**src/rtl/gpio_in_cond_if.sv**
```systemverilog
`default_nettype none
// ============================================================================
// Module      : gpio_in_cond_if
// Description : Bundle of the pad, configuration and conditioned-output
//               signals of the GPIO input-conditioning stage.
//               master : side that drives pads/configuration and consumes
//                        the conditioned outputs (SoC / register block).
//               slave  : the conditioning stage itself (gpio_in_cond).
//   gpio_pad_i   [NO_OF_GPIO_PINS] raw asynchronous pad inputs
//   prescale_i   [PRESC_W]         debounce tick period minus 1
//   db_thresh_i  [CNT_W]           debounce threshold (0 behaves as 1)
//   db_en_i      [NO_OF_GPIO_PINS] per-pin debounce enable
//   rise_en_i    [NO_OF_GPIO_PINS] per-pin rising-edge event enable
//   fall_en_i    [NO_OF_GPIO_PINS] per-pin falling-edge event enable
//   evt_clr_i    [NO_OF_GPIO_PINS] per-pin sticky status clear pulse
//   gpio_filt_o  [NO_OF_GPIO_PINS] conditioned pin levels
//   evt_sts_o    [NO_OF_GPIO_PINS] sticky edge-event status
//   irq_o                          OR of evt_sts_o
// Revision    : 1.0 - initial release
// ============================================================================
interface gpio_in_cond_if #(
    parameter int NO_OF_GPIO_PINS = 24,
    parameter int PRESC_W         = 16,
    parameter int CNT_W           = 4
);
    logic [NO_OF_GPIO_PINS-1:0] gpio_pad_i;
    logic [PRESC_W-1:0]         prescale_i;
    logic [CNT_W-1:0]           db_thresh_i;
    logic [NO_OF_GPIO_PINS-1:0] db_en_i;
    logic [NO_OF_GPIO_PINS-1:0] rise_en_i;
    logic [NO_OF_GPIO_PINS-1:0] fall_en_i;
    logic [NO_OF_GPIO_PINS-1:0] evt_clr_i;
    logic [NO_OF_GPIO_PINS-1:0] gpio_filt_o;
    logic [NO_OF_GPIO_PINS-1:0] evt_sts_o;
    logic                       irq_o;

    modport master (
        output gpio_pad_i, prescale_i, db_thresh_i, db_en_i,
               rise_en_i, fall_en_i, evt_clr_i,
        input  gpio_filt_o, evt_sts_o, irq_o
    );

    modport slave (
        input  gpio_pad_i, prescale_i, db_thresh_i, db_en_i,
               rise_en_i, fall_en_i, evt_clr_i,
        output gpio_filt_o, evt_sts_o, irq_o
    );
endinterface
`default_nettype wire

```
**src/rtl/gpio_in_cond.sv**
```systemverilog
`default_nettype none
// ============================================================================
// Module      : gpio_in_cond
// Description : Input conditioning in front of the GPIO register block.
//               Per pin: SYNC_STAGES-deep synchronizer, optional prescaled
//               debounce filter, edge detection with sticky status and a
//               single OR-ed interrupt line.
// Ports       :
//   wb_clk_i   system clock
//   wb_rst_ni  asynchronous active-low reset (release is synchronous to
//              wb_clk_i by the surrounding reset logic)
//   bus        gpio_in_cond_if.slave - pads, configuration, gpio_filt_o,
//              evt_sts_o, irq_o
// Options     : GPIO_IN_COND_IRQ_EN - when defined the edge detector,
//               evt_sts_o and irq_o are built; otherwise evt_sts_o/irq_o
//               are tied to 0 and the event enables/clears are ignored.
// Parameters  : SYNC_STAGES must be at least 2.
// Revision    : 1.0 - initial release
// ============================================================================
module gpio_in_cond #(
    parameter int NO_OF_GPIO_PINS = 24,
    parameter int SYNC_STAGES     = 2,
    parameter int PRESC_W         = 16,
    parameter int CNT_W           = 4
) (
    input  wire logic          wb_clk_i,
    input  wire logic          wb_rst_ni,
    gpio_in_cond_if.slave      bus
);

    localparam logic [PRESC_W-1:0] c_PC_INC  = PRESC_W'(1);
    localparam logic [CNT_W-1:0]   c_CNT_INC = CNT_W'(1);
    localparam logic [CNT_W:0]     c_CNT_ONE = (CNT_W+1)'(1);

    // ------------------------------------------------------------------
    // Synchronizer
    // ------------------------------------------------------------------
    logic [NO_OF_GPIO_PINS-1:0] r_sync [SYNC_STAGES];
    logic [NO_OF_GPIO_PINS-1:0] w_sync_q;

    always_ff @(posedge wb_clk_i or negedge wb_rst_ni) begin
        if (!wb_rst_ni) begin
            for (int s = 0; s < SYNC_STAGES; s++) begin
                r_sync[s] <= '0;
            end
        end else begin
            r_sync[0] <= bus.gpio_pad_i;
            for (int s = 1; s < SYNC_STAGES; s++) begin
                r_sync[s] <= r_sync[s-1];
            end
        end
    end

    assign w_sync_q = r_sync[SYNC_STAGES-1];

    // ------------------------------------------------------------------
    // Debounce prescaler. The >= compare makes a lowered prescale_i take
    // effect at once instead of waiting for the counter to wrap.
    // ------------------------------------------------------------------
    logic [PRESC_W-1:0] r_pc;
    logic               w_tick;

    assign w_tick = (r_pc >= bus.prescale_i);

    always_ff @(posedge wb_clk_i or negedge wb_rst_ni) begin
        if (!wb_rst_ni) begin
            r_pc <= '0;
        end else if (w_tick) begin
            r_pc <= '0;
        end else begin
            r_pc <= r_pc + c_PC_INC;
        end
    end

    // ------------------------------------------------------------------
    // Debounce filter
    // ------------------------------------------------------------------
    logic [CNT_W-1:0]           w_thr;
    logic [CNT_W-1:0]           r_cnt [NO_OF_GPIO_PINS];
    logic [NO_OF_GPIO_PINS-1:0] r_filt;

    // A zero threshold behaves as one tick.
    assign w_thr = (bus.db_thresh_i == '0) ? c_CNT_INC : bus.db_thresh_i;

    always_ff @(posedge wb_clk_i or negedge wb_rst_ni) begin
        if (!wb_rst_ni) begin
            r_filt <= '0;
            for (int p = 0; p < NO_OF_GPIO_PINS; p++) begin
                r_cnt[p] <= '0;
            end
        end else begin
            for (int p = 0; p < NO_OF_GPIO_PINS; p++) begin
                if (!bus.db_en_i[p]) begin
                    // Bypass; any partial count is thrown away.
                    r_filt[p] <= w_sync_q[p];
                    r_cnt[p]  <= '0;
                end else if (w_sync_q[p] == r_filt[p]) begin
                    r_cnt[p] <= '0;
                end else if (w_tick) begin
                    // Compared one bit wider so cnt+1 cannot overflow; the
                    // counter is cleared before it can pass the threshold.
                    if (({1'b0, r_cnt[p]} + c_CNT_ONE) >= {1'b0, w_thr}) begin
                        r_filt[p] <= w_sync_q[p];
                        r_cnt[p]  <= '0;
                    end else begin
                        r_cnt[p] <= r_cnt[p] + c_CNT_INC;
                    end
                end
            end
        end
    end

    assign bus.gpio_filt_o = r_filt;

    // ------------------------------------------------------------------
    // Edge detection and sticky status
    // ------------------------------------------------------------------
`ifdef GPIO_IN_COND_IRQ_EN
    logic [NO_OF_GPIO_PINS-1:0] r_prev;
    logic [NO_OF_GPIO_PINS-1:0] r_evt;
    logic [NO_OF_GPIO_PINS-1:0] w_rise;
    logic [NO_OF_GPIO_PINS-1:0] w_fall;

    assign w_rise =  r_filt & ~r_prev;
    assign w_fall = ~r_filt &  r_prev;

    // New events are OR-ed in after the clear so a set wins a collision.
    always_ff @(posedge wb_clk_i or negedge wb_rst_ni) begin
        if (!wb_rst_ni) begin
            r_prev <= '0;
            r_evt  <= '0;
        end else begin
            r_prev <= r_filt;
            r_evt  <= (r_evt & ~bus.evt_clr_i)
                    | (w_rise & bus.rise_en_i)
                    | (w_fall & bus.fall_en_i);
        end
    end

    assign bus.evt_sts_o = r_evt;
    assign bus.irq_o     = |r_evt;
`else
    logic w_unused_evt_cfg;

    assign w_unused_evt_cfg = ^{bus.rise_en_i, bus.fall_en_i, bus.evt_clr_i};
    assign bus.evt_sts_o    = '0;
    assign bus.irq_o        = 1'b0;
`endif

endmodule
`default_nettype wire
```
**src/flat_wrapper.sv**
```systemverilog
// flat-port wrapper written by rule: the top's interface ports become plain ports
module gpio_in_cond_flat 
#(
    parameter int NO_OF_GPIO_PINS = 24,
    parameter int SYNC_STAGES     = 2,
    parameter int PRESC_W         = 16,
    parameter int CNT_W           = 4
)
  (wb_clk_i, wb_rst_ni, bus_gpio_pad_i, bus_prescale_i, bus_db_thresh_i, bus_db_en_i, bus_rise_en_i, bus_fall_en_i, bus_evt_clr_i, bus_gpio_filt_o, bus_evt_sts_o, bus_irq_o);
  gpio_in_cond_if #(.NO_OF_GPIO_PINS(NO_OF_GPIO_PINS), .PRESC_W(PRESC_W), .CNT_W(CNT_W)) bus_i ();
  input  wire logic wb_clk_i;
  input  wire logic wb_rst_ni;
  input wire logic [$bits(bus_i.gpio_pad_i)-1:0] bus_gpio_pad_i;
  input wire logic [$bits(bus_i.prescale_i)-1:0] bus_prescale_i;
  input wire logic [$bits(bus_i.db_thresh_i)-1:0] bus_db_thresh_i;
  input wire logic [$bits(bus_i.db_en_i)-1:0] bus_db_en_i;
  input wire logic [$bits(bus_i.rise_en_i)-1:0] bus_rise_en_i;
  input wire logic [$bits(bus_i.fall_en_i)-1:0] bus_fall_en_i;
  input wire logic [$bits(bus_i.evt_clr_i)-1:0] bus_evt_clr_i;
  output wire logic [$bits(bus_i.gpio_filt_o)-1:0] bus_gpio_filt_o;
  output wire logic [$bits(bus_i.evt_sts_o)-1:0] bus_evt_sts_o;
  output wire logic [$bits(bus_i.irq_o)-1:0] bus_irq_o;
  assign bus_i.gpio_pad_i = bus_gpio_pad_i;
  assign bus_i.prescale_i = bus_prescale_i;
  assign bus_i.db_thresh_i = bus_db_thresh_i;
  assign bus_i.db_en_i = bus_db_en_i;
  assign bus_i.rise_en_i = bus_rise_en_i;
  assign bus_i.fall_en_i = bus_fall_en_i;
  assign bus_i.evt_clr_i = bus_evt_clr_i;
  assign bus_gpio_filt_o = bus_i.gpio_filt_o;
  assign bus_evt_sts_o = bus_i.evt_sts_o;
  assign bus_irq_o = bus_i.irq_o;
  gpio_in_cond #(.NO_OF_GPIO_PINS(NO_OF_GPIO_PINS), .SYNC_STAGES(SYNC_STAGES), .PRESC_W(PRESC_W), .CNT_W(CNT_W)) u_core (.wb_clk_i(wb_clk_i), .wb_rst_ni(wb_rst_ni), .bus(bus_i));
endmodule
```
**config.mk**
```make
export PLATFORM = sky130hd
export DESIGN_NAME = gpio_in_cond_flat
export DESIGN_NICKNAME = d
export VERILOG_FILES = /design/src/rtl/gpio_in_cond_if.sv /design/src/rtl/gpio_in_cond.sv /design/src/flat_wrapper.sv
export SDC_FILE = /design/constraint.sdc
export NUM_CORES = 1
export LEC_CHECK = 0
export ABC_AREA = 0
export CORE_ASPECT_RATIO = 1.25
export CORE_MARGIN = 4
export CORE_UTILIZATION = 59
export CTS_CLUSTER_DIAMETER = 80
export DETAILED_ROUTE_END_ITERATION = 12
export PLACE_DENSITY = 0.95
export SLEW_MARGIN = 20
export SYNTH_ARGS = -nofsm -noshare
export SYNTH_HDL_FRONTEND = slang
export SYNTH_SLANG_ARGS = --single-unit
```
**constraint.sdc**
```tcl
create_clock -name wb_clk_i -period 3.85 [get_ports wb_clk_i]
set_input_delay 0.5775 -clock wb_clk_i [delete_from_list [all_inputs] [get_ports wb_clk_i]]
set_output_delay 0.5775 -clock wb_clk_i [all_outputs]
set_load 0.03 [all_outputs]
```
# Word-level counts from Yosys, hierarchy flattened
# Index checks and enable logic that the tools add are counted.
[totals]
output_inout_bits = 49
register_bits = 184
input_bits = 142
wordCells = 464
[op_classes]
magnitude_cmp = 25
n_reduce_logical = 25
n_eq_ne = 120
add_sub_neg = 49
muxes = 194
[op_table]
columns = ["operator", "count"]
rows = [
  ["$mux W4", 97],
  ["$add A4 B1 Y5 const B", 24],
  ["$ge A5 B4 Y1", 24],
  ["$add A4 B1 Y4 const B", 24],
  ["$mux W1", 96],
  ["$ne A2 B1 Y1 const B", 48],
  ["$ne A3 B1 Y1 const B", 24],
  ["$reduce_and A3 Y1", 24],
  ["$ne A2 B2 Y1 const B", 24],
  ["$eq A1 B1 Y1", 24],
  ["$add A16 B1 Y16 const B", 1],
  ["$ge A16 B16 Y1", 1],
  ["$mux W16", 1],
  ["$logic_not A4 Y1", 1],
]

# Depth between registers and ports, before layout
# Gate-level depths: netlist of the first run.
[depth]
ltp_word = 7
depth_mapped = 11
mapped_depth_nobuf = 9

# Worst setup path after synthesis of the first run
# OpenSTA, ideal clock, no wires.
[synth_timing]
path_kind = "input-to-reg"
start = "input port bus_db_thresh_i[1]"
end = "register u_core.r_filt[17], in the netlist u_core.bus.gpio_filt_o[17]"
setup_time_ns = 0.125
required_time_ns = 3.725
t_arrival_ns = 3.124
setup_slack_ns = 0.601
path_buffers = 0
stages = 9
path_cell_list = "inv_1 > a31o_2 > ha_1 > nand2b_1 > a2111oi_2 > a2111oi_2 > nor3_4 > o21ai_2 > mux2_4"
[synth_via]
elab_chain_cells = 5
[synth_lines]
columns = ["item", "line", "rtl"]
rows = [
  ["start, declared", "flat_wrapper.sv:15", "input wire logic [$bits(bus_i.db_thresh_i)-1:0] bus_db_thresh_i;"],
  ["$logic_not A4 Y1", "gpio_in_cond.sv:83", "assign w_thr = (bus.db_thresh_i == '0) ? c_CNT_INC : bus.db_thresh_i;"],
  ["$mux W4 *", "gpio_in_cond.sv:83", ""],
  ["$ge A5 B4 Y1 *", "gpio_in_cond.sv:102", "if (({1'b0, r_cnt[p]} + c_CNT_ONE) >= {1'b0, w_thr}) begin"],
  ["$ne A2 B1 Y1 (no source line) *", "-", ""],
  ["$reduce_and A3 Y1 (no source line) *", "-", ""],
  ["end signal, assigned by index", "gpio_in_cond.sv:95", "r_filt[p] <= w_sync_q[p];"],
  ["end signal, assigned by index", "gpio_in_cond.sv:103", "r_filt[p] <= w_sync_q[p];"],
  ["end, declared", "gpio_in_cond.sv:80", "logic [NO_OF_GPIO_PINS-1:0] r_filt;"],
]
# Mark *: on every way between the ends. The rest lies on a longest branch, timed or not.
# A chain may end at the register's enable or synchronous reset.

# Worst setup path after layout of the first run
[layout_timing]
start = "input port bus_db_thresh_i[2]"
end = "register u_core.r_filt[16], in the netlist u_core.bus.gpio_filt_o[16]"
# Same word-level chain as after synthesis.

==> run_results.csv, run 1 <==
group,metric,value,unit
run_status,status,"completed",
critical_path,cp-end-kind,"register",
detailed_routing,drc,0,
timing,finalCritPeriodShare,84.75,%
die,start_util,60.23,%
critical_path,worstPathRequired,4170,ps
detailed_routing,vias,9513,
critical_path,r2r-start,"u_core.r_pc[11]",
timing,max_freq,0.3065,GHz
yosys,netlist_instances,1162,
critical_path,r2r-end,"u_core.r_cnt[75]",
timing,finalWorstSetupSlack,587.2,ps
finish,nets,1482,
yosys,avgSynthCellArea,9.733,um2
critical_path,cp_data_arrival_time,3580,ps
die,die_w,131.8,um
yosys,synth_edf_count,0,
detailed_routing,wl_per_cell,16.97,um
critical_path,path_class,"in2reg",
yosys,synth-main-ff-cell,"dfrtp_1",
yosys,netlist_area,11310,um2
detailed_routing,first_iter_violations,599,
die,design.die.area,21460,um2
timing,finalCriticalPeriod,3263,ps
critical_path,critPathLaunchType,"primary input",
detailed_routing,top_layer,"met4",
clocking,h-tree-depth,4,
clocking,cts-root-buf,"clkbuf_16",
finish,drive_above_1_share,6.334,%
flow_run,drv_cap,0,
timing,final-setup-viol-count,0,
critical_path,worst-r2r-setup-slack,1320,ps
global_routing,grt_use_total,24.04,%
detailed_routing,wl_met3,1190,um
yosys,ys_warn_count,0,
pwr,p_per_area,409.5,nW/um2
place,place.gp.congestion,0.8284,
detailed_routing,wl,25370,um
global_routing,grt_max_degree,118,
clocking,cts_resized,0,
detailed_routing,drt_first_pass_iters,7,
detailed_routing,wl_met1,9801,um
clocking,clock_latency,430,ps
timing,fin_skew,11.41,ps
pwr,ir_drop,0.3087,mV
place,dp_hpwl,17160,um
clocking,clk_pin_slew,70,ps
timing,hold_violations,0,
place,post-place-ws,253.9,ps
timing,worstMarginPinSlew,969.5,ps
detailed_routing,via_per_inst,6.363,
clocking,cts.sinks,184,
global_routing,grt-ovfl-total,0,
global_routing,grt_pass1_vias,9791,
timing,slew_violations,0,
global_routing,antenna_found_initial,0,
die,die_h,162.8,um
die,core-area,18780,um2
yosys,async_flop_share,100.0,%
clocking,cts_buffers,17,
critical_path,rr_worst_depth,8,
timing,slew_headroom,35.37,%
pwr,leakagePower,5.652,nW
finish,syn_to_final_growth,14.56,%
critical_path,endpoint,"u_core.bus.gpio_filt_o[16]",
critical_path,cp-startpoint,"bus_db_thresh_i[2]",
critical_path,critPathMaxFanout,21,
yosys,ys_ff_latch,184,
clocking,cts_setup_buffers,0,
die,ios,191,
clocking,cts_tree,"done",
finish,num_antenna_cells,0,
yosys,seq_area_frac_synth,40.71,%
worst_hold_path,hp-class,"in2async",
clocking,clock_path_buffers,2,
clocking,postCtsHoldBufs,0,
detailed_routing,drtAntennaViolNets,0,
global_routing,grt_pass1_wl,43210,um
yosys,ys_types,54,
place,port_buffers,93,
detailed_routing,routed-wl-met2,13590,um
timing,rsz0062_at_grt,"no",
timing,tns,0,ps
die,rows,56,
-- power by group --
part | switching (W) | internal (W) | total [W]
sequential | 0.000170 | 0.00207 | 0.00224
combinational | 0.000784 | 0.000526 | 0.00131
clock | 0.000777 | 0.000977 | 0.00175
-- area by class of cell --
cell class              count  area [um2]
inverters                  28       105.1
clock buffers              18       439.2
well taps                 232       290.3
repair buffers            103        1055
flip-flops and latches    184        4604
multi-input cells         917        6320
fillers                  1343        5822
clock inverters            13       142.6
-- per-stage QoR --
stage / util (%) / area [um2] / std cells / hold WS [ps] / total power [W]
2_1_floorplan: - / 11400 / 1186 / 281.9 / 0.003133
3_3_place_gp: 65.90 / 12370 / 1464 / 331.7 / 0.003500
3_5_place_dp: 65.90 / 12370 / 1464 / 335.5 / 0.003568
4_1_cts: 69.00 / 12960 / 1495 / 317.1 / 0.005337
5_1_grt: 69.00 / 12960 / 1495 / 355.8 / 0.005567
6_report: 69.00 / 12960 / 1495 / 240.2 / 0.005306
-- synth_stat cells (all sizes together), types with 18 or more instances --
cell type / count / area [um2]
nand4b: 18 / 157.7
a211oi: 37 / 277.8
ha: 89 / 1114
o21ai: 51 / 277.8
a21oi: 91 / 474.2
nor2: 48 / 180.2
xnor2: 21 / 183.9
inv: 28 / 105.1
nand3: 107 / 535.5
o32ai: 52 / 455.4
nand4: 25 / 156.4
dfrtp: 184 / 4604
nand2b: 25 / 156.4
nand2: 132 / 495.5
mux2: 23 / 262.8
xor2: 80 / 700.7
buf: 45 / 337.8
-- how the worst min path moves through the flow --
stage	endpoint	cells past startpoint	slack, ps	startpoint
floorplan	u_core.bus.gpio_filt_o[0]	0	280	wb_rst_ni
global placement	u_core.w_sync_q[9]	0	330	u_core.r_sync[33]
detailed placement	u_core.w_sync_q[1]	0	340	u_core.r_sync[25]
CTS	u_core.r_cnt[57]	1	320	wb_rst_ni
global route	u_core.r_cnt[57]	1	360	wb_rst_ni
finish	u_core.r_cnt[57]	1	240	wb_rst_ni
-- cell usage in the layout, fill, tap and decap left out, types with 27 or more instances in the layout --
cell / netlist / final
a211oi_1: 37 / 37
a21oi_1: 86 / 86
clkdlybuf4s50_1: 0 / 91
dfrtp_1: 184 / 184
ha_1: 89 / 89
inv_1: 27 / 27
nand2_1: 132 / 132
nand3_1: 107 / 106
nor2_1: 48 / 48
o21ai_0: 44 / 44
o32ai_1: 52 / 52
xor2_1: 80 / 80
-- critical path: stages --
cell and delay (ps):
clkdlybuf4s50_1 660, inv_2 80, a31o_2 290, buf_4 260, ha_1 330, nand2b_1 120
a211oi_1 90, o32ai_1 450, a21oi_1 180, a21oi_1 170, mux2_2 350
-- layer usage --
layer  vias to the layer above  global-route usage [%]
li1                       4465                       -
met1                      4680                   26.02
met2                       296                   44.91
met3                        72                   4.512
met4                         0                   12.03
met5                         -                       0
-- sequential cells by signal (all words and copies together), names as in the netlist --
name / count
u_core.r_pc: 16
u_core.r_cnt: 96
u_core.r_sync: 24
u_core.w_sync_q: 24
u_core.bus.gpio_filt_o: 24
-- cell families after synthesis --
logic type                 after synthesis  share of synthesized area [%]
and+or+nand+nor                        380                          16.35
AOI/OAI and AO/OA                      296                          18.32
DFF                                    184                          40.71
xor gates and xnor gates               101                          7.822
adders and majority gates               92                          10.11
buffers and inverters                   85                          4.326
muxes                                   23                          2.323
other                                    1                        0.03316
(Power assumes the default switching activity.)
==> run 2, diff against run 1 <==
- CORE_UTILIZATION: 59 -> 49
- PLACE_DENSITY: 0.95 -> 0.86
- clock period: 3.85 -> 2.94 ns (I/O delays scaled with it)
==> run_results.csv, run 2 (synthesis results as in run 1) <==
group,metric,value,unit
run_status,status,"completed",
finish,final_cell_mix,"184 x dfrtp_1, 132 x nand2_1, 106 x nand3_1",
clocking,cts.sinks,184,
detailed_routing,vias,9369,
global_routing,antenna_found_initial,0,
detailed_routing,drt_first_pass_iters,5,
critical_path,critPathMaxFanout,18,
timing,final-setup-viol-count,0,
clocking,clock_path_buffers,2,
clocking,clk_pin_slew,80,ps
finish,multiInputGateArea,6339,um2
critical_path,critical-path-max-stage-delay,510,ps
timing,finalCritPeriodShare,96.14,%
die,core-area,22520,um2
die,start_util,50.23,%
timing,finalWorstSetupSlack,113.6,ps
die,die_h,177.9,um
timing,finalCriticalPeriod,2826,ps
finish,syn_to_final_growth,18.61,%
global_routing,grt_use_total,19.79,%
critical_path,path_cells,"clkdlybuf4s50_1 -> clkinvlp_4 -> a31o_2 -> buf_12 -> ha_1 -> nand2b_1 -> a211oi_1 -> o32ai_1 -> a21oi_1 -> a21oi_1 -> mux2_2",
place,place.gp.congestion,0.8371,
finish,largest_register_ffs,96,
finish,seq_area,4604,um2
die,design.die.area,25590,um2
clocking,cts_buffers,17,
finish,num-fill-cells,1816,
critical_path,worstPathRequired,3270,ps
pwr,leakagePower,5.864,nW
timing,slew_violations,0,
critical_path,cp-end-kind,"register",
clocking,cts-root-buf,"clkbuf_16",
critical_path,cp_data_arrival_time,3150,ps
die,rows,61,
detailed_routing,wl,25030,um
finish,drive_above_1_share,9.509,%
flow_run,drv_cap,0,
global_routing,grt_max_degree,81,
timing,hold_violations,0,
global_routing,grt-ovfl-total,0,
clocking,clock_latency,440,ps
critical_path,critical_path.most_common_cell,"a21oi_1",
critical_path,critPathSlowestCell,"clkdlybuf4s50_1",
clocking,postCtsHoldBufs,0,
clocking,cts_tree,"done",
pwr,p_per_area,529.4,nW/um2
worst_hold_path,hp-class,"in2async",
timing,max_freq,0.3538,GHz
die,die_w,143.9,um
place,dp_hpwl,17470,um
detailed_routing,wl_per_cell,15.77,um
finish,nets,1522,
detailed_routing,drc,0,
die,ios,191,
timing,worstMarginPinSlew,668.1,ps
pwr,ir_drop,0.3908,mV
timing,fin_skew,10.68,ps
place,post-place-ws,-287.8,ps
finish,num_antenna_cells,0,
finish,largest-register,"u_core.r_cnt",
clocking,cts_setup_buffers,0,
critical_path,path_class,"in2reg",
detailed_routing,first_iter_violations,496,
clocking,h-tree-depth,4,
global_routing,grt_pass1_wl,41850,um
timing,tns,0,ps
global_routing,grt_pass1_vias,9293,
finish,final_util,59.58,%
critical_path,critPathLaunchType,"primary input",
detailed_routing,drtAntennaViolNets,0,
detailed_routing,via_per_inst,5.904,
finish,final_common_cell,"dfrtp_1",
place,port_buffers,93,
timing,slew_headroom,55.46,%
==> run 2: changes by cell type in the layout (fill, tap and decap cells not counted), moves of 2 or more <==
cell / change
buf_4: +36
buf_12: +4
o32ai_2: +2
clkinv_8: +2
inv_8: +5
clkinv_2: -3
o32ai_1: -2
==> run 2: layout make-up <==
class / instances / share of cell area (%)
well taps: 283 / 2.640
clock inverters: 15 / 1.325
multi-input cells: 917 / 47.25
clock buffers: 17 / 3.171
flip-flops and latches: 184 / 34.33
inverters: 28 / 0.8115
repair buffers: 143 / 10.47
==> run 2: final timing paths <==
| check | startpoint | endpoint | slack [ps] | depth (start not counted) |
|---|---|---|---|---|
| setup reg to reg | u_core.r_pc[12] | u_core.bus.gpio_filt_o[5] | 520 | 8 |
| max in group asynchronous | wb_rst_ni | u_core.r_cnt[78] | 2150 | 2 |
| hold reg to reg | u_core.r_sync[31] | u_core.w_sync_q[7] | 350 | 0 |
| min in group wb_clk_i | u_core.r_sync[31] | u_core.w_sync_q[7] | 350 | 0 |
| hold / removal | wb_rst_ni | u_core.w_sync_q[17] | 40 | 1 |
| setup / recovery | bus_db_thresh_i[1] | u_core.bus.gpio_filt_o[10] | 110 | 11 |
==> run 2: power by group <==
| group | switching (W) | internal (W) |
|---|---|---|
| combinational | 0.00103 | 0.000782 |
| sequential | 0.000222 | 0.00271 |
| clock | 0.00113 | 0.00122 |
| total | 0.00238 | 0.00472 |
==> run 2: critical path, delay by kind of cell <==
| kind | cells | cell delay (ps) |
|---|---|---|
| AOI/OAI and AO/OA | 5 | 1140 |
| buffers and inverters | 3 | 830 |
| muxes | 1 | 340 |
| adders and majority gates | 1 | 270 |
| and+or+nand+nor | 1 | 120 |
==> run 2: metrics by stage <==
stage / cell area (um2) / std cells / total power [W] / hold WS (ps)
after floorplan: 11400 / 1186 / 0.004103 / 145.4
after global placement: 12800 / 1555 / 0.004719 / 332.6
after CTS: 13400 / 1587 / 0.007166 / 55.46
after detailed placement: 12800 / 1555 / 0.004783 / 334.7
after global routing: 13410 / 1587 / 0.007480 / 59.65
final: 13410 / 1587 / 0.007102 / 35.33
==> run 2: per-layer routing <==
| layer | up-vias | routed length [um] | track usage (%) |
|---|---|---|---|
| li1 | 4539 | - | - |
| met3 | 38 | 1021 | 4.501 |
| met1 | 4590 | 10390 | 22.88 |
| met4 | 0 | 546 | 6.907 |
| met2 | 202 | 13070 | 35.62 |
| met5 | - | 0 | 0 |
==> run 2: repair_timing <==
item	CTS	global route
setup endpoints to repair	0	3
hold endpoints to repair	0	0
gates resized for setup	0	2
